[src/rtl/digilock_core.sv]
// Lock controller: collects an N-digit code from debounced pulses. It checks the code against a
// stored code, enforces a timed lockout after repeated failures and supports code change with confirm.
module digilock_core #(
  parameter int DIGIT_W      = 4,
  parameter int NUM_DIGITS   = 4,
  parameter int MAX_TRIES    = 3,
  parameter int LOCKOUT_CYC  = 1000,
  parameter logic [NUM_DIGITS*DIGIT_W-1:0] DEFAULT_CODE = '0
) (
  input  logic                              clk,
  input  logic                              rst,
  input  logic                              clear_p,
  input  logic                              enter_p,
  input  logic                              change_p,
  input  logic [DIGIT_W-1:0]                digit_in,
  output logic [2:0]                        led,
  output logic [NUM_DIGITS*DIGIT_W-1:0]     disp,
  output logic [NUM_DIGITS-1:0]             disp_blank,
  output logic [$clog2(MAX_TRIES+1)-1:0]    tries_left,
  output logic [2:0]                        state_o
);

  localparam int CODE_W = NUM_DIGITS * DIGIT_W;
  localparam int CNT_W  = $clog2(NUM_DIGITS + 1);
  localparam int TRY_W  = $clog2(MAX_TRIES + 1);
  localparam int TMR_W  = $clog2(LOCKOUT_CYC + 1);

  localparam logic [CNT_W-1:0] CNT_FULL = CNT_W'(NUM_DIGITS);
  localparam logic [CNT_W-1:0] CNT_ONE  = CNT_W'(1);
  localparam logic [TRY_W-1:0] TRY_MAX  = TRY_W'(MAX_TRIES);
  localparam logic [TRY_W-1:0] TRY_ONE  = TRY_W'(1);
  localparam logic [TMR_W-1:0] TMR_INIT = TMR_W'(LOCKOUT_CYC - 1);
  localparam logic [TMR_W-1:0] TMR_ONE  = TMR_W'(1);

  typedef enum logic [2:0] {
    S_LOCKED   = 3'd0,
    S_UNLOCKED = 3'd1,
    S_NEWCODE  = 3'd2,
    S_CONFIRM  = 3'd3,
    S_LOCKOUT  = 3'd4
  } state_t;

  state_t                r_state,   w_state_next;
  logic [CODE_W-1:0]     r_code,    w_code_next;
  logic [CODE_W-1:0]     r_pend,    w_pend_next;
  logic [CODE_W-1:0]     r_buf,     w_buf_next;
  logic [CNT_W-1:0]      r_count,   w_count_next;
  logic [TRY_W-1:0]      r_tries,   w_tries_next;
  logic                  r_err,     w_err_next;
  logic [TMR_W-1:0]      r_timer,   w_timer_next;
  logic [2:0]            r_led,     w_led_next;
  logic [NUM_DIGITS-1:0] r_blank,   w_blank_next;

  logic w_clr;
  logic w_chg;
  logic w_ent;
  logic w_complete;
  logic w_entry_next;

  // Writes one digit into the buffer slot selected by the entry count (first digit in MSBs).
  function automatic logic [CODE_W-1:0] store_digit(
    input logic [CODE_W-1:0]  buf_in,
    input logic [CNT_W-1:0]   pos,
    input logic [DIGIT_W-1:0] dig
  );
    logic [CODE_W-1:0] res;
    res = buf_in;
    for (int i = 0; i < NUM_DIGITS; i++) begin
      if (pos == CNT_W'(i)) begin
        res[(NUM_DIGITS-1-i)*DIGIT_W +: DIGIT_W] = dig;
      end else begin
        res = res;
      end
    end
    return res;
  endfunction

  assign w_clr      = clear_p;
  assign w_chg      = change_p & ~clear_p;
  assign w_ent      = enter_p & ~clear_p & ~change_p;
  assign w_complete = (r_count == CNT_FULL);

  always_ff @(posedge clk or posedge rst) begin
    if (rst) begin
      r_state <= S_LOCKED;
      r_code  <= DEFAULT_CODE;
      r_pend  <= '0;
      r_buf   <= '0;
      r_count <= '0;
      r_tries <= TRY_MAX;
      r_err   <= 1'b0;
      r_timer <= '0;
      r_led   <= 3'b001;
      r_blank <= '1;
    end else begin
      r_state <= w_state_next;
      r_code  <= w_code_next;
      r_pend  <= w_pend_next;
      r_buf   <= w_buf_next;
      r_count <= w_count_next;
      r_tries <= w_tries_next;
      r_err   <= w_err_next;
      r_timer <= w_timer_next;
      r_led   <= w_led_next;
      r_blank <= w_blank_next;
    end
  end

  // A completed entry is decided in the cycle after the last digit, and pulses in that cycle are dropped.
  always_comb begin
    w_state_next = r_state;
    w_code_next  = r_code;
    w_pend_next  = r_pend;
    w_buf_next   = r_buf;
    w_count_next = r_count;
    w_tries_next = r_tries;
    w_err_next   = r_err;
    w_timer_next = r_timer;
    case (r_state)
      S_LOCKED: begin
        if (w_complete) begin
          w_buf_next   = '0;
          w_count_next = '0;
          if (r_buf == r_code) begin
            w_state_next = S_UNLOCKED;
            w_tries_next = TRY_MAX;
          end else begin
            w_err_next   = 1'b1;
            w_tries_next = r_tries - TRY_ONE;
            if (r_tries == TRY_ONE) begin
              w_state_next = S_LOCKOUT;
              w_timer_next = TMR_INIT;
            end else begin
              w_state_next = S_LOCKED;
            end
          end
        end else if (w_clr) begin
          w_buf_next   = '0;
          w_count_next = '0;
          w_err_next   = 1'b0;
        end else if (w_ent) begin
          w_buf_next   = store_digit(r_buf, r_count, digit_in);
          w_count_next = r_count + CNT_ONE;
          w_err_next   = 1'b0;
        end else begin
          w_state_next = S_LOCKED;
        end
      end
      S_UNLOCKED: begin
        if (w_clr) begin
          w_state_next = S_LOCKED;
          w_err_next   = 1'b0;
        end else if (w_chg) begin
          w_state_next = S_NEWCODE;
          w_err_next   = 1'b0;
        end else begin
          w_state_next = S_UNLOCKED;
        end
      end
      S_NEWCODE, S_CONFIRM: begin
        if (w_complete) begin
          w_buf_next   = '0;
          w_count_next = '0;
          if (r_state == S_NEWCODE) begin
            w_pend_next  = r_buf;
            w_state_next = S_CONFIRM;
          end else if (r_buf == r_pend) begin
            w_code_next  = r_pend;
            w_state_next = S_UNLOCKED;
          end else begin
            w_err_next   = 1'b1;
            w_state_next = S_UNLOCKED;
          end
        end else if (w_clr) begin
          w_buf_next   = '0;
          w_count_next = '0;
          w_err_next   = 1'b0;
          w_state_next = S_UNLOCKED;
        end else if (w_ent) begin
          w_buf_next   = store_digit(r_buf, r_count, digit_in);
          w_count_next = r_count + CNT_ONE;
          w_err_next   = 1'b0;
        end else begin
          w_state_next = r_state;
        end
      end
      S_LOCKOUT: begin
        if (r_timer == '0) begin
          w_state_next = S_LOCKED;
          w_tries_next = TRY_MAX;
          w_err_next   = 1'b0;
        end else begin
          w_timer_next = r_timer - TMR_ONE;
          w_err_next   = 1'b1;
        end
      end
      default: begin
        w_state_next = S_LOCKED;
        w_buf_next   = '0;
        w_count_next = '0;
        w_tries_next = TRY_MAX;
        w_err_next   = 1'b0;
      end
    endcase
  end

  // Status outputs are derived from next-state values so they line up with the registered state.
  always_comb begin
    w_entry_next = (w_state_next == S_LOCKED) || (w_state_next == S_NEWCODE) ||
                   (w_state_next == S_CONFIRM);
    w_led_next[0] = (w_state_next == S_LOCKED) || (w_state_next == S_LOCKOUT);
    w_led_next[1] = (w_state_next == S_UNLOCKED) || (w_state_next == S_NEWCODE) ||
                    (w_state_next == S_CONFIRM);
    w_led_next[2] = w_err_next;
    w_blank_next  = '1;
    for (int i = 0; i < NUM_DIGITS; i++) begin
      if (w_entry_next) begin
        w_blank_next[NUM_DIGITS-1-i] = (CNT_W'(i) >= w_count_next);
      end else begin
        w_blank_next[NUM_DIGITS-1-i] = 1'b1;
      end
    end
  end

  assign led        = r_led;
  assign disp       = r_buf;
  assign disp_blank = r_blank;
  assign tries_left = r_tries;
  assign state_o    = r_state;

endmodule
[config.mk]
export PLATFORM = sky130hd
export DESIGN_NAME = digilock_core
export DESIGN_NICKNAME = d
export VERILOG_FILES = /design/src/rtl/digilock_core.sv
export SDC_FILE = /design/constraint.sdc
export NUM_CORES = 1
export LEC_CHECK = 0
export ABC_AREA = 1
export BUFFER_PORTS_ARGS = -buffer_cell sky130_fd_sc_hd__buf_2
export CORE_AREA = 2 2 106 108
export CTS_CLUSTER_DIAMETER = 120
export DETAILED_ROUTE_END_ITERATION = 6
export DIE_AREA = 0 0 108 110
export GPL_TIMING_DRIVEN = 0
export SETUP_SLACK_MARGIN = 0.3
export SLEW_MARGIN = 20
export SYNTH_ARGS = -nofsm -noshare
export SYNTH_HDL_FRONTEND = slang
export SYNTH_SLANG_ARGS = --single-unit
[constraint.sdc]
create_clock -name clk -period 2.7 [get_ports clk]
set_input_delay 0.81 -clock clk [delete_from_list [all_inputs] [get_ports clk]]
set_output_delay 0.81 -clock clk [all_outputs]
set_load 0.02 [all_outputs]
==> summary.md, run 1 <==
| Metric | Value |
|---|---|
| Largest net degree at the start of global routing | `30` |
| Min cycle time layout | `2.068 ns` |
| FP Rows | `38` |
| Vias in the first global route | `3,286` |
| Post-DRT Antenna Nets | `0` |
| Initial drt markers | `175` |
| Post-synthesis mux area share | `0%` |
| Post-Synth Adder-Cell Area | `2.247%` |
| EDFF count, synth | `0` |
| Final period util | `76.60%` |
| Layout cells sized above 1 | `14.29%` |
| Initial antenna violation count | `0` |
| Xor/xnor share of the synthesized area | `3.596%` |
| Outcome | `finished clean` |
| Seq/Total Area, Yosys | `47.09%` |
| R2r setup slk | `0.63 ns` |
| Routability Congestion | `0.7882` |
| Mapped Nets | `536` |
| Setup CP Type | `flip-flop to flip-flop` |
| Setup TNS | `0 ns` |
| Fillers | `1,106` |
| CTS tree | `done` |
| ANT cells | `0` |
| Reg2Reg Depth | `8` |
| # port buffers | `36` |
| Htree depth | `3` |
| Setup crit end kind | `flip-flop` |
| Width of the chip | `108 um` |
| Core area | `10,700 sq um` |
| Reg-to-reg endpoint | `r_pend[4]` |
| Die ar. | `11,880 sq um` |
| Drt pass-1 iters | `5` |
| Asr flop ratio synth | `100.0%` |
| Num CTS Buffers | `9` |
| Worst endpoint required time | `2.96 ns` |
| WL/cell | `13.10 um` |
| P_leak | `0.002343 uW` |
| Total power per unit cell area | `743.6 nW/um^2` |
| Final Skew | `0.009241 ns` |
| Starting Density | `36.43%` |
| Fin. max-slew vios | `0` |
| Global-route wire length before repair | `15,810 um` |
| Main combinational cell family by area after synthesis | `simple AND/OR/NAND/NOR gates` |
| RSZ-0062 raised after global routing | `no` |
| Setup Fix Bufs, Post-CTS | `0` |
| Post-CTS sizing | `0` |
| Clock buffer depth | `2` |
| Startpoint Class | `flip-flop` |
| Flops & latches, synth | `73` |
| Gr usage total | `17.28%` |
| Grt ovf | `0` |
| Area grow syn2layout | `15.57%` |
| Final setup violation count | `0` |
| Worst-Skew Late Latency | `0.35 ns` |
| Hold Buf Count CTS | `0` |
| Post-Syn Instances | `520` |
| Compound-cell area share of the yosys netlist | `6.485%` |
| Synth Area in Simple Gates | `32.30%` |
| Mapped cell area | `3897 sq um` |
| Max Fanout on Critical Path | `10` |
| Fmax | `483.5 MHz` |
| I/O pin cnt | `37` |
| Syn Area/Cell | `7.495 sq um` |
| Tot Pwr | `3350 uW` |
| Remaining DRCs | `0` |
| Via count | `3,393` |
| Worst VDD drop | `547.1 uV` |
| WL final | `9351 um` |
| Clk sinks | `73` |
| Synth cell types | `31` |
| Worst r2r src | `r_count[0]` |
| Clock tree root buffer cell | `clkbuf_8` |
| Max_cap viols | `0` |
| Synth warn | `0` |
| Fin. Hold Viols | `0` |
| Die Height | `110 um` |
| CTS clk-pin slew, worst paths | `0.07 ns` |
| Rel. slew slack | `63.12%` |
| DPL Wire Length | `6786 um` |
| Vias per cell | `4.752` |
| Commonest non-fill, non-tap cells in the layout | `nand2_1 (183), dfrtp_1 (66), inv_1 (63), nand3_1 (47), nor2_1 (42)` |
| Hold Path Class | `input pin to async pin` |
| CP Data Arrival Time | `2.33 ns` |
| Final #Nets | `585` |
| Least-Margin Pin Slew | `0.5532 ns` |
| Synth Flop Type | `dfrtp_1` |
| Commonest non-fill, non-tap cell in the layout | `nand2_1` |
-- state kept, by name, summed over array words and instances (netlist names) --
signal / flops
disp_blank: 4
tries_left: 2
led: 2
r_err: 1
state_o: 3
r_count: 3
r_code: 16
disp: 16
r_pend: 16
r_timer: 10
-- how the worst max path moves through the flow --
stage                     startpoint             to  depth (start not counted)
after floorplan              clear_p  disp_blank[1]                          8
after global placement           rst      r_code[7]                          2
after detailed placement  r_count[0]      r_pend[4]                          8
after CTS                 r_count[0]      r_pend[4]                          8
after global routing      r_count[0]      r_pend[6]                          8
final                     r_count[0]      r_pend[4]                          8
-- kinds of logic (layout without fill, tap and decap cells) --
| group | after synthesis | in the layout |
|---|---|---|
| and+or+nand+nor | 297 | 297 |
| buffers and inverters | 79 | 133 |
| DFF | 73 | 73 |
| AOI/OAI and AO/OA | 48 | 48 |
| xor gates and xnor gates | 16 | 16 |
| adders and majority gates | 7 | 7 |
-- metrics by stage --
step                      utilization (%)  setup WS (ns)  instances  cell area [sq um]  hold WS, ns
after floorplan                         -         0.9952        520               3901       0.4634
after global placement              39.79         0.4983        696               4257       0.4768
after detailed placement            40.16         0.5919        698               4297       0.4805
after CTS                           42.11         0.5648        714               4504       0.4632
after global routing                42.11         0.3519        714               4504       0.4954
final                               42.11         0.6319        714               4504       0.4630
-- report_power, final --
group          internal [uW]  switching (uW)
combinational            372             650
clock                    502             399
sequential              1250             174
-- worst max-delay path, stage by stage, from the launching register on --
cell and delay [ns]:
dfrtp_1 0.41, inv_1 0.09, ha_1 0.21, nand2_1 0.21, inv_1 0.15, nand4_1 0.24, clkbuf_1 0.48, nand2_1 0.08
o21ai_0 0.11
-- Yosys cell counts (3+ instances only) --
cell / instances / share of area [%]
clkbuf_1: 4 / 0.39
nor2_1: 42 / 4.0
dfrtp_1: 66 / 42
xnor2_1: 14 / 3.1
o21ai_0: 36 / 4.6
nand2_2: 3 / 0.48
nand2_1: 183 / 18
ha_1: 7 / 2.2
a21oi_1: 9 / 1.2
nand4_1: 10 / 1.6
inv_2: 4 / 0.39
dfstp_2: 7 / 4.7
nand3_1: 47 / 6.0
inv_1: 64 / 6.2
-- routing by layer --
metal / routed length [um] / global-route usage (%)
met5: 0 / 0
met4: 103 / 5.769
met3: 426 / 3.880
met2: 4316 / 28.03
met1: 4504 / 22.95
-- cell type report --
| type | count | area [sq um] | share of cell area (%) |
|---|---|---|---|
| plain buffers | 10 | 62.56 | 1.389 |
| clock buffers | 14 | 172.7 | 3.833 |
| clock inverters | 2 | 35.03 | 0.7778 |
| inverters | 69 | 264.0 | 5.861 |
| multi-input cells | 368 | 1739 | 38.61 |
| flip-flops and latches | 73 | 1836 | 40.75 |
| well taps | 140 | 175.2 | 3.889 |
| repair buffers | 38 | 220.2 | 4.889 |
Note: power is estimated with default switching activity, not from simulation.
==> run 2, diff against run 1 <==
clock period = 2.15 ns   (was 2.7 ns; I/O delays follow)
==> run 2 against run 1 <==
Effect of this change: core utilization rose by 1.2 points; largest power group unchanged; clock skew rose by 0.0017 ns; global-route usage rose by 0.13 points.
==> summary.md, run 2 (synthesis results as in run 1) <==
| Metric | Value |
|---|---|
| ANT cells | `0` |
| CTS clk-pin slew, worst paths | `0.07 ns` |
| Remaining DRCs | `0` |
| Setup crit end kind | `flip-flop` |
| Global-route wire length before repair | `15,950 um` |
| CP Data Arrival Time | `2.00 ns` |
| Setup TNS | `0 ns` |
| Vias in the first global route | `3,318` |
| Final period util | `81.79%` |
| Outcome | `finished clean` |
| WL final | `9521 um` |
| Fin. Hold Viols | `0` |
| Routability Congestion | `0.7882` |
| CTS tree | `done` |
| I/O pin cnt | `37` |
| Gate power share | `31.5%` |
| Post-DRT Antenna Nets | `0` |
| Min cycle time layout | `1.759 ns` |
| Gr usage total | `17.41%` |
| Clk sinks | `73` |
| Area grow syn2layout | `18.81%` |
| Fin. max-slew vios | `0` |
| Layout cells sized above 1 | `19.48%` |
| Die Height | `110 um` |
| Rel. slew slack | `68.07%` |
| Worst-Skew Late Latency | `0.36 ns` |
| Clock tree root buffer cell | `clkbuf_8` |
| Num CTS Buffers | `9` |
| Hold Path Class | `input pin to async pin` |
| Starting Density | `36.43%` |
| Clock buffer depth | `2` |
| Initial antenna violation count | `0` |
| Worst r2r src | `disp[13]` |
| Grt ovf | `0` |
| Least-Margin Pin Slew | `0.4789 ns` |
| Worst VDD drop | `688.7 uV` |
| Initial drt markers | `184` |
| # port buffers | `36` |
| Largest net degree at the start of global routing | `30` |
| Reg2Reg Depth | `10` |
| Via count | `3,458` |
| Clock Power Share | `26.5%` |
| WL/cell | `13.22 um` |
| Seq pwr share | `41.9%` |
| Critical path startpoint | `disp[13]` |
| Fillers | `1,102` |
| Pint | `2704 uW` |
| Setup CP Type | `flip-flop to flip-flop` |
| Final #Nets | `591` |
| Net load switching power | `1574 uW` |
| Max Fanout on Critical Path | `10` |
| Total power per unit cell area | `924.0 nW/um^2` |
| Commonest non-fill, non-tap cells in the layout | `nand2_1 (178), inv_1 (60), dfrtp_1 (58), nand3_1 (47), nor2_1 (40)` |
| Multi-input gate area | `1792 sq um` |
| Core area | `10,700 sq um` |
| DPL Wire Length | `6786 um` |
| FF+latch area | `1846 sq um` |
| Max_cap viols | `0` |
| Startpoint Class | `flip-flop` |
| Fmax | `568.7 MHz` |
| R2r setup slk | `0.39 ns` |
| Post-layout util | `43.29%` |
| Final setup violation count | `0` |
| Drt pass-1 iters | `4` |
| P_leak | `0.002383 uW` |
| CP max-delay cell | `dfrtp_2` |
| Htree depth | `3` |
| Final Skew | `0.01097 ns` |
| DP Worst Slack | `0.04190 ns` |
| Critical-path cell list | `or2_0, a21oi_2, nand3_1, nor2_2, nand2_2, clkinv_4, nand2_4, buf_6, nand2_1, nand2_1` |
| Worst path max stage delay | `0.44 ns` |
| Worst endpoint required time | `2.39 ns` |
| Width of the chip | `108 um` |
| Vias per cell | `4.803` |
| FP Rows | `38` |
| Die ar. | `11,880 sq um` |
| Commonest non-fill, non-tap cell in the layout | `nand2_1` |
| Final worst slack | `0.3915 ns` |
| Sw frac | `36.80%` |
| Most used cell, CP | `nand2_1` |
| RSZ-0062 raised after global routing | `no` |
run 2: changes by cell type in the layout (fill, tap and decap cells not counted), moves of 3 or more:
cell / previous run / this run
nand2_1: 183 / 178
inv_2: 4 / 7
buf_4: 2 / 8
dfrtp_1: 66 / 58
o21ai_1: 0 / 3
clkbuf_1: 6 / 3
dfrtp_2: 0 / 8
nand2_4: 1 / 4
inv_1: 63 / 60
o21ai_0: 36 / 33
run 2: worst max-delay path, delay by kind of cell (launching register included):
family                 cells  cell delay (ns)
buffers and inverters      2             0.27
DFF                        1             0.44
and+or+nand+nor            7             0.75
AOI/OAI and AO/OA          1             0.18
run 2: repair_timing:
item	CTS	global route
pin swaps	3	4
setup buffers	4	2
resized for setup	10	28
hold buffers	0	0
endpoints found under the setup margin	46	57
run 2: final cells by class:
type | instances | area share, %
Timing Repair Buffer | 44 | 5.728
Multi-Input combinational cell | 368 | 38.69
Clock inverter | 2 | 0.7566
Clock buffer | 14 | 3.729
Buffer | 10 | 1.675
Inverter | 69 | 5.782
Sequential cell | 73 | 39.85
Tap cell | 140 | 3.783
run 2: metal layers:
metal  routed length (um)  part of all wire, %  up-vias  global-route usage, %
li1                     -                    -     1738                      -
met1                 4499                   47     1627                  22.80
met2                 4393                   46       82                  28.57
met3                  491                  5.2       11                  3.880
met4                  136                  1.4        0                  5.952
met5                    0                    0        -                      0
run 2: final timing paths:
kind                                  to
max reg2reg                   r_code[13]
min in group clk              r_code[10]
min reg2reg                   r_code[10]
max                           r_code[13]
min                           state_o[2]
max in group asynchronous  tries_left[1]
run 2: power by group through the flow:
| stage | clock, uW | sequential [uW] | combinational (uW) |
|---|---|---|---|
| after floorplan | 0 | 1880 | 856 |
| after global placement | 0 | 1810 | 1260 |
| after detailed placement | 0 | 1810 | 1290 |
| after CTS | 1170 | 1790 | 1310 |
| after global routing | 1220 | 1830 | 1560 |
| final | 1130 | 1790 | 1350 |
run 2: per-stage QoR:
stage	area, sq um	total power [uW]	cells	hold WS, ns
final	4631	4279	720	0.2963
after global routing	4631	4611	720	0.3304
after floorplan	3901	2736	520	0.4634
after global placement	4257	3064	696	0.4768
after detailed placement	4297	3108	698	0.4805
after CTS	4557	4266	718	0.2982
==> run 3, diff against run 2 <==
clock period = 1.8 ns   (was 2.15 ns; I/O delays follow)
==> run 3 against run 2 <==
Effect of this change: clock skew about the same; sequential share of layout area down 8.0 points; critical endpoint is now disp[3]; die area is the same; register-to-register slack lost 0.25 ns; final cell count grew 7.5%; critical path type unchanged; flip-flop and latch count did not move.
==> summary.md, run 3 (synthesis results as in run 1) <==
| Metric | Value |
|---|---|
| Min cycle time layout | `1.655 ns` |
| Worst-Skew Late Latency | `0.35 ns` |
| Rel. slew slack | `58.73%` |
| Setup CP Type | `flip-flop to flip-flop` |
| Drt pass-1 iters | `4` |
| WL final | `10,930 um` |
| Commonest non-fill, non-tap cell in the layout | `nand2_1` |
| Worst path max stage delay | `0.39 ns` |
| Critical-path cell list | `inv_2, ha_4, nand2_4, nand4_1, inv_2, buf_12, buf_6, nand2_8, o21ai_2` |
| Fillers | `951` |
| CTS tree | `done` |
| Vias in the first global route | `3,664` |
| Die Height | `110 um` |
| Clock buffer depth | `2` |
| WL/cell | `14.12 um` |
| P_leak | `0.002792 uW` |
| Largest net degree at the start of global routing | `28` |
| Remaining DRCs | `0` |
| DPL Wire Length | `6734 um` |
| Clock tree root buffer cell | `clkbuf_8` |
| Num CTS Buffers | `9` |
| Hold Path Class | `input pin to async pin` |
| Initial antenna violation count | `0` |
| R2r setup slk | `0.15 ns` |
| # port buffers | `36` |
| Setup crit end kind | `flip-flop` |
| Tot Pwr | `5710 uW` |
| Vias per cell | `4.876` |
| Startpoint Class | `flip-flop` |
| Htree depth | `3` |
| Setup crit end | `disp[3]` |
| FP Rows | `38` |
| I/O pin cnt | `37` |
| Die ar. | `11,880 sq um` |
| ANT cells | `0` |
| Fin. Hold Viols | `0` |
| Via count | `3,774` |
| Width of the chip | `108 um` |
| Routability Congestion | `0.8047` |
| Layout cells sized above 1 | `43.38%` |
| Worst endpoint required time | `2.07 ns` |
| Final Skew | `0.01077 ns` |
| Fmax | `604.3 MHz` |
| Final setup violation count | `0` |
| Starting Density | `36.43%` |
| FF+latch area | `1862 sq um` |
| Reg-to-reg endpoint | `disp[3]` |
| Post-DRT Antenna Nets | `0` |
| Total power per unit cell area | `976.2 nW/um^2` |
| Max Fanout on Critical Path | `5` |
| Final #Nets | `645` |
| Initial drt markers | `173` |
| Core area | `10,700 sq um` |
| CP Data Arrival Time | `1.92 ns` |
| Area grow syn2layout | `50.08%` |
| Commonest non-fill, non-tap cells in the layout | `nand2_1 (135), inv_1 (53), dfrtp_1 (45), buf_4 (44), buf_6 (41)` |
| Max_cap viols | `0` |
| Outcome | `finished clean` |
| Multi-input gate area | `2307 sq um` |
| CP max-delay cell | `dfrtp_1` |
| Grt ovf | `0` |
| Worst r2r src | `r_count[1]` |
| Fin. max-slew vios | `0` |
| CTS clk-pin slew, worst paths | `0.07 ns` |
| Setup TNS | `0 ns` |
| Hold Buf Count CTS | `0` |
| RSZ-0062 raised after global routing | `yes` |
| Most used cell, CP | `inv_2` |
| Post-layout util | `54.68%` |
| Gr usage total | `19.14%` |
| Least-Margin Pin Slew | `0.6177 ns` |
| Clk sinks | `73` |
| Reg2Reg Depth | `9` |
| Critical path startpoint | `r_count[1]` |
| Final period util | `91.93%` |
| Global-route wire length before repair | `17,610 um` |
| Worst VDD drop | `755.5 uV` |
run 3: cell count changes in the layout (fill, tap and decap cells not counted), moves of 11 or more:
cell     previous run  this run
o21ai_0            33        13
buf_6               2        41
dfrtp_1            58        45
dfrtp_2             8        21
nor2_1             40        28
nand2_4             4        16
buf_4               8        44
nand2_1           178       135
nand2_2             5        31
o21ai_1             3        14
buf_2              39        10
nand3_2             0        14
nand3_1            47        32
run 3: layout make-up:
class                   instances  area share [%]
well taps                     140           2.995
multi-input cells             369           39.44
plain buffers                  10           1.989
flip-flops and latches         73           31.83
clock buffers                  13           2.717
repair buffers                 97           16.06
clock inverters                 3          0.2567
inverters                      69           4.706
run 3: repair_timing:
action	in CTS	in global routing
setup buffers	40	16
gates cloned	2	2
endpoints found under the hold margin	0	0
resized for setup	141	130
pin swaps	18	42
setup endpoints to repair	96	98
run 3: metal layers:
metal	GRT usage, %	vias to the layer above	routed length [um]
met5	0	-	0
met4	6.685	0	201
met3	3.880	13	424
met2	32.03	79	5558
met1	24.77	1827	4745
li1	-	1855	-
run 3: where the power goes:
part	internal (uW)	leakage, uW	switching (uW)
sequential	1890	0.000940	273
combinational	1050	0.00176	1320
clock	570	0.0000932	601
run 3: metrics by stage:
stage | area (sq um) | setup WS, ns | instances | hold slack, ns
6_report | 5849 | 0.1453 | 774 | 0.2603
3_3_place_gp | 4283 | -0.2416 | 696 | 0.4765
3_5_place_dp | 4323 | -0.06466 | 698 | 0.4817
2_1_floorplan | 3928 | 0.2690 | 520 | 0.4634
5_1_grt | 5849 | 0.04365 | 774 | 0.3064
4_1_cts | 5263 | 0.1419 | 756 | 0.2589
run 3: worst max-delay path, delay by kind of cell (launching register included):
| family | cells | cell delay, ns |
|---|---|---|
| AOI/OAI and AO/OA | 1 | 0.12 |
| adders and majority gates | 1 | 0.17 |
| buffers and inverters | 4 | 0.53 |
| DFF | 1 | 0.39 |
| and+or+nand+nor | 3 | 0.37 |
run 3: how the worst min path moves through the flow:
stage                       endpoint  slack, ns       start  depth (start not counted)
after floorplan            r_code[0]       0.46   r_code[0]                          2
after global placement    r_code[14]       0.48  r_code[14]                          2
after detailed placement  r_code[11]       0.48  r_code[11]                          2
after CTS                     led[1]       0.26         rst                          2
after global routing      r_timer[9]       0.31         rst                          2
final                     r_count[1]       0.26         rst                          2
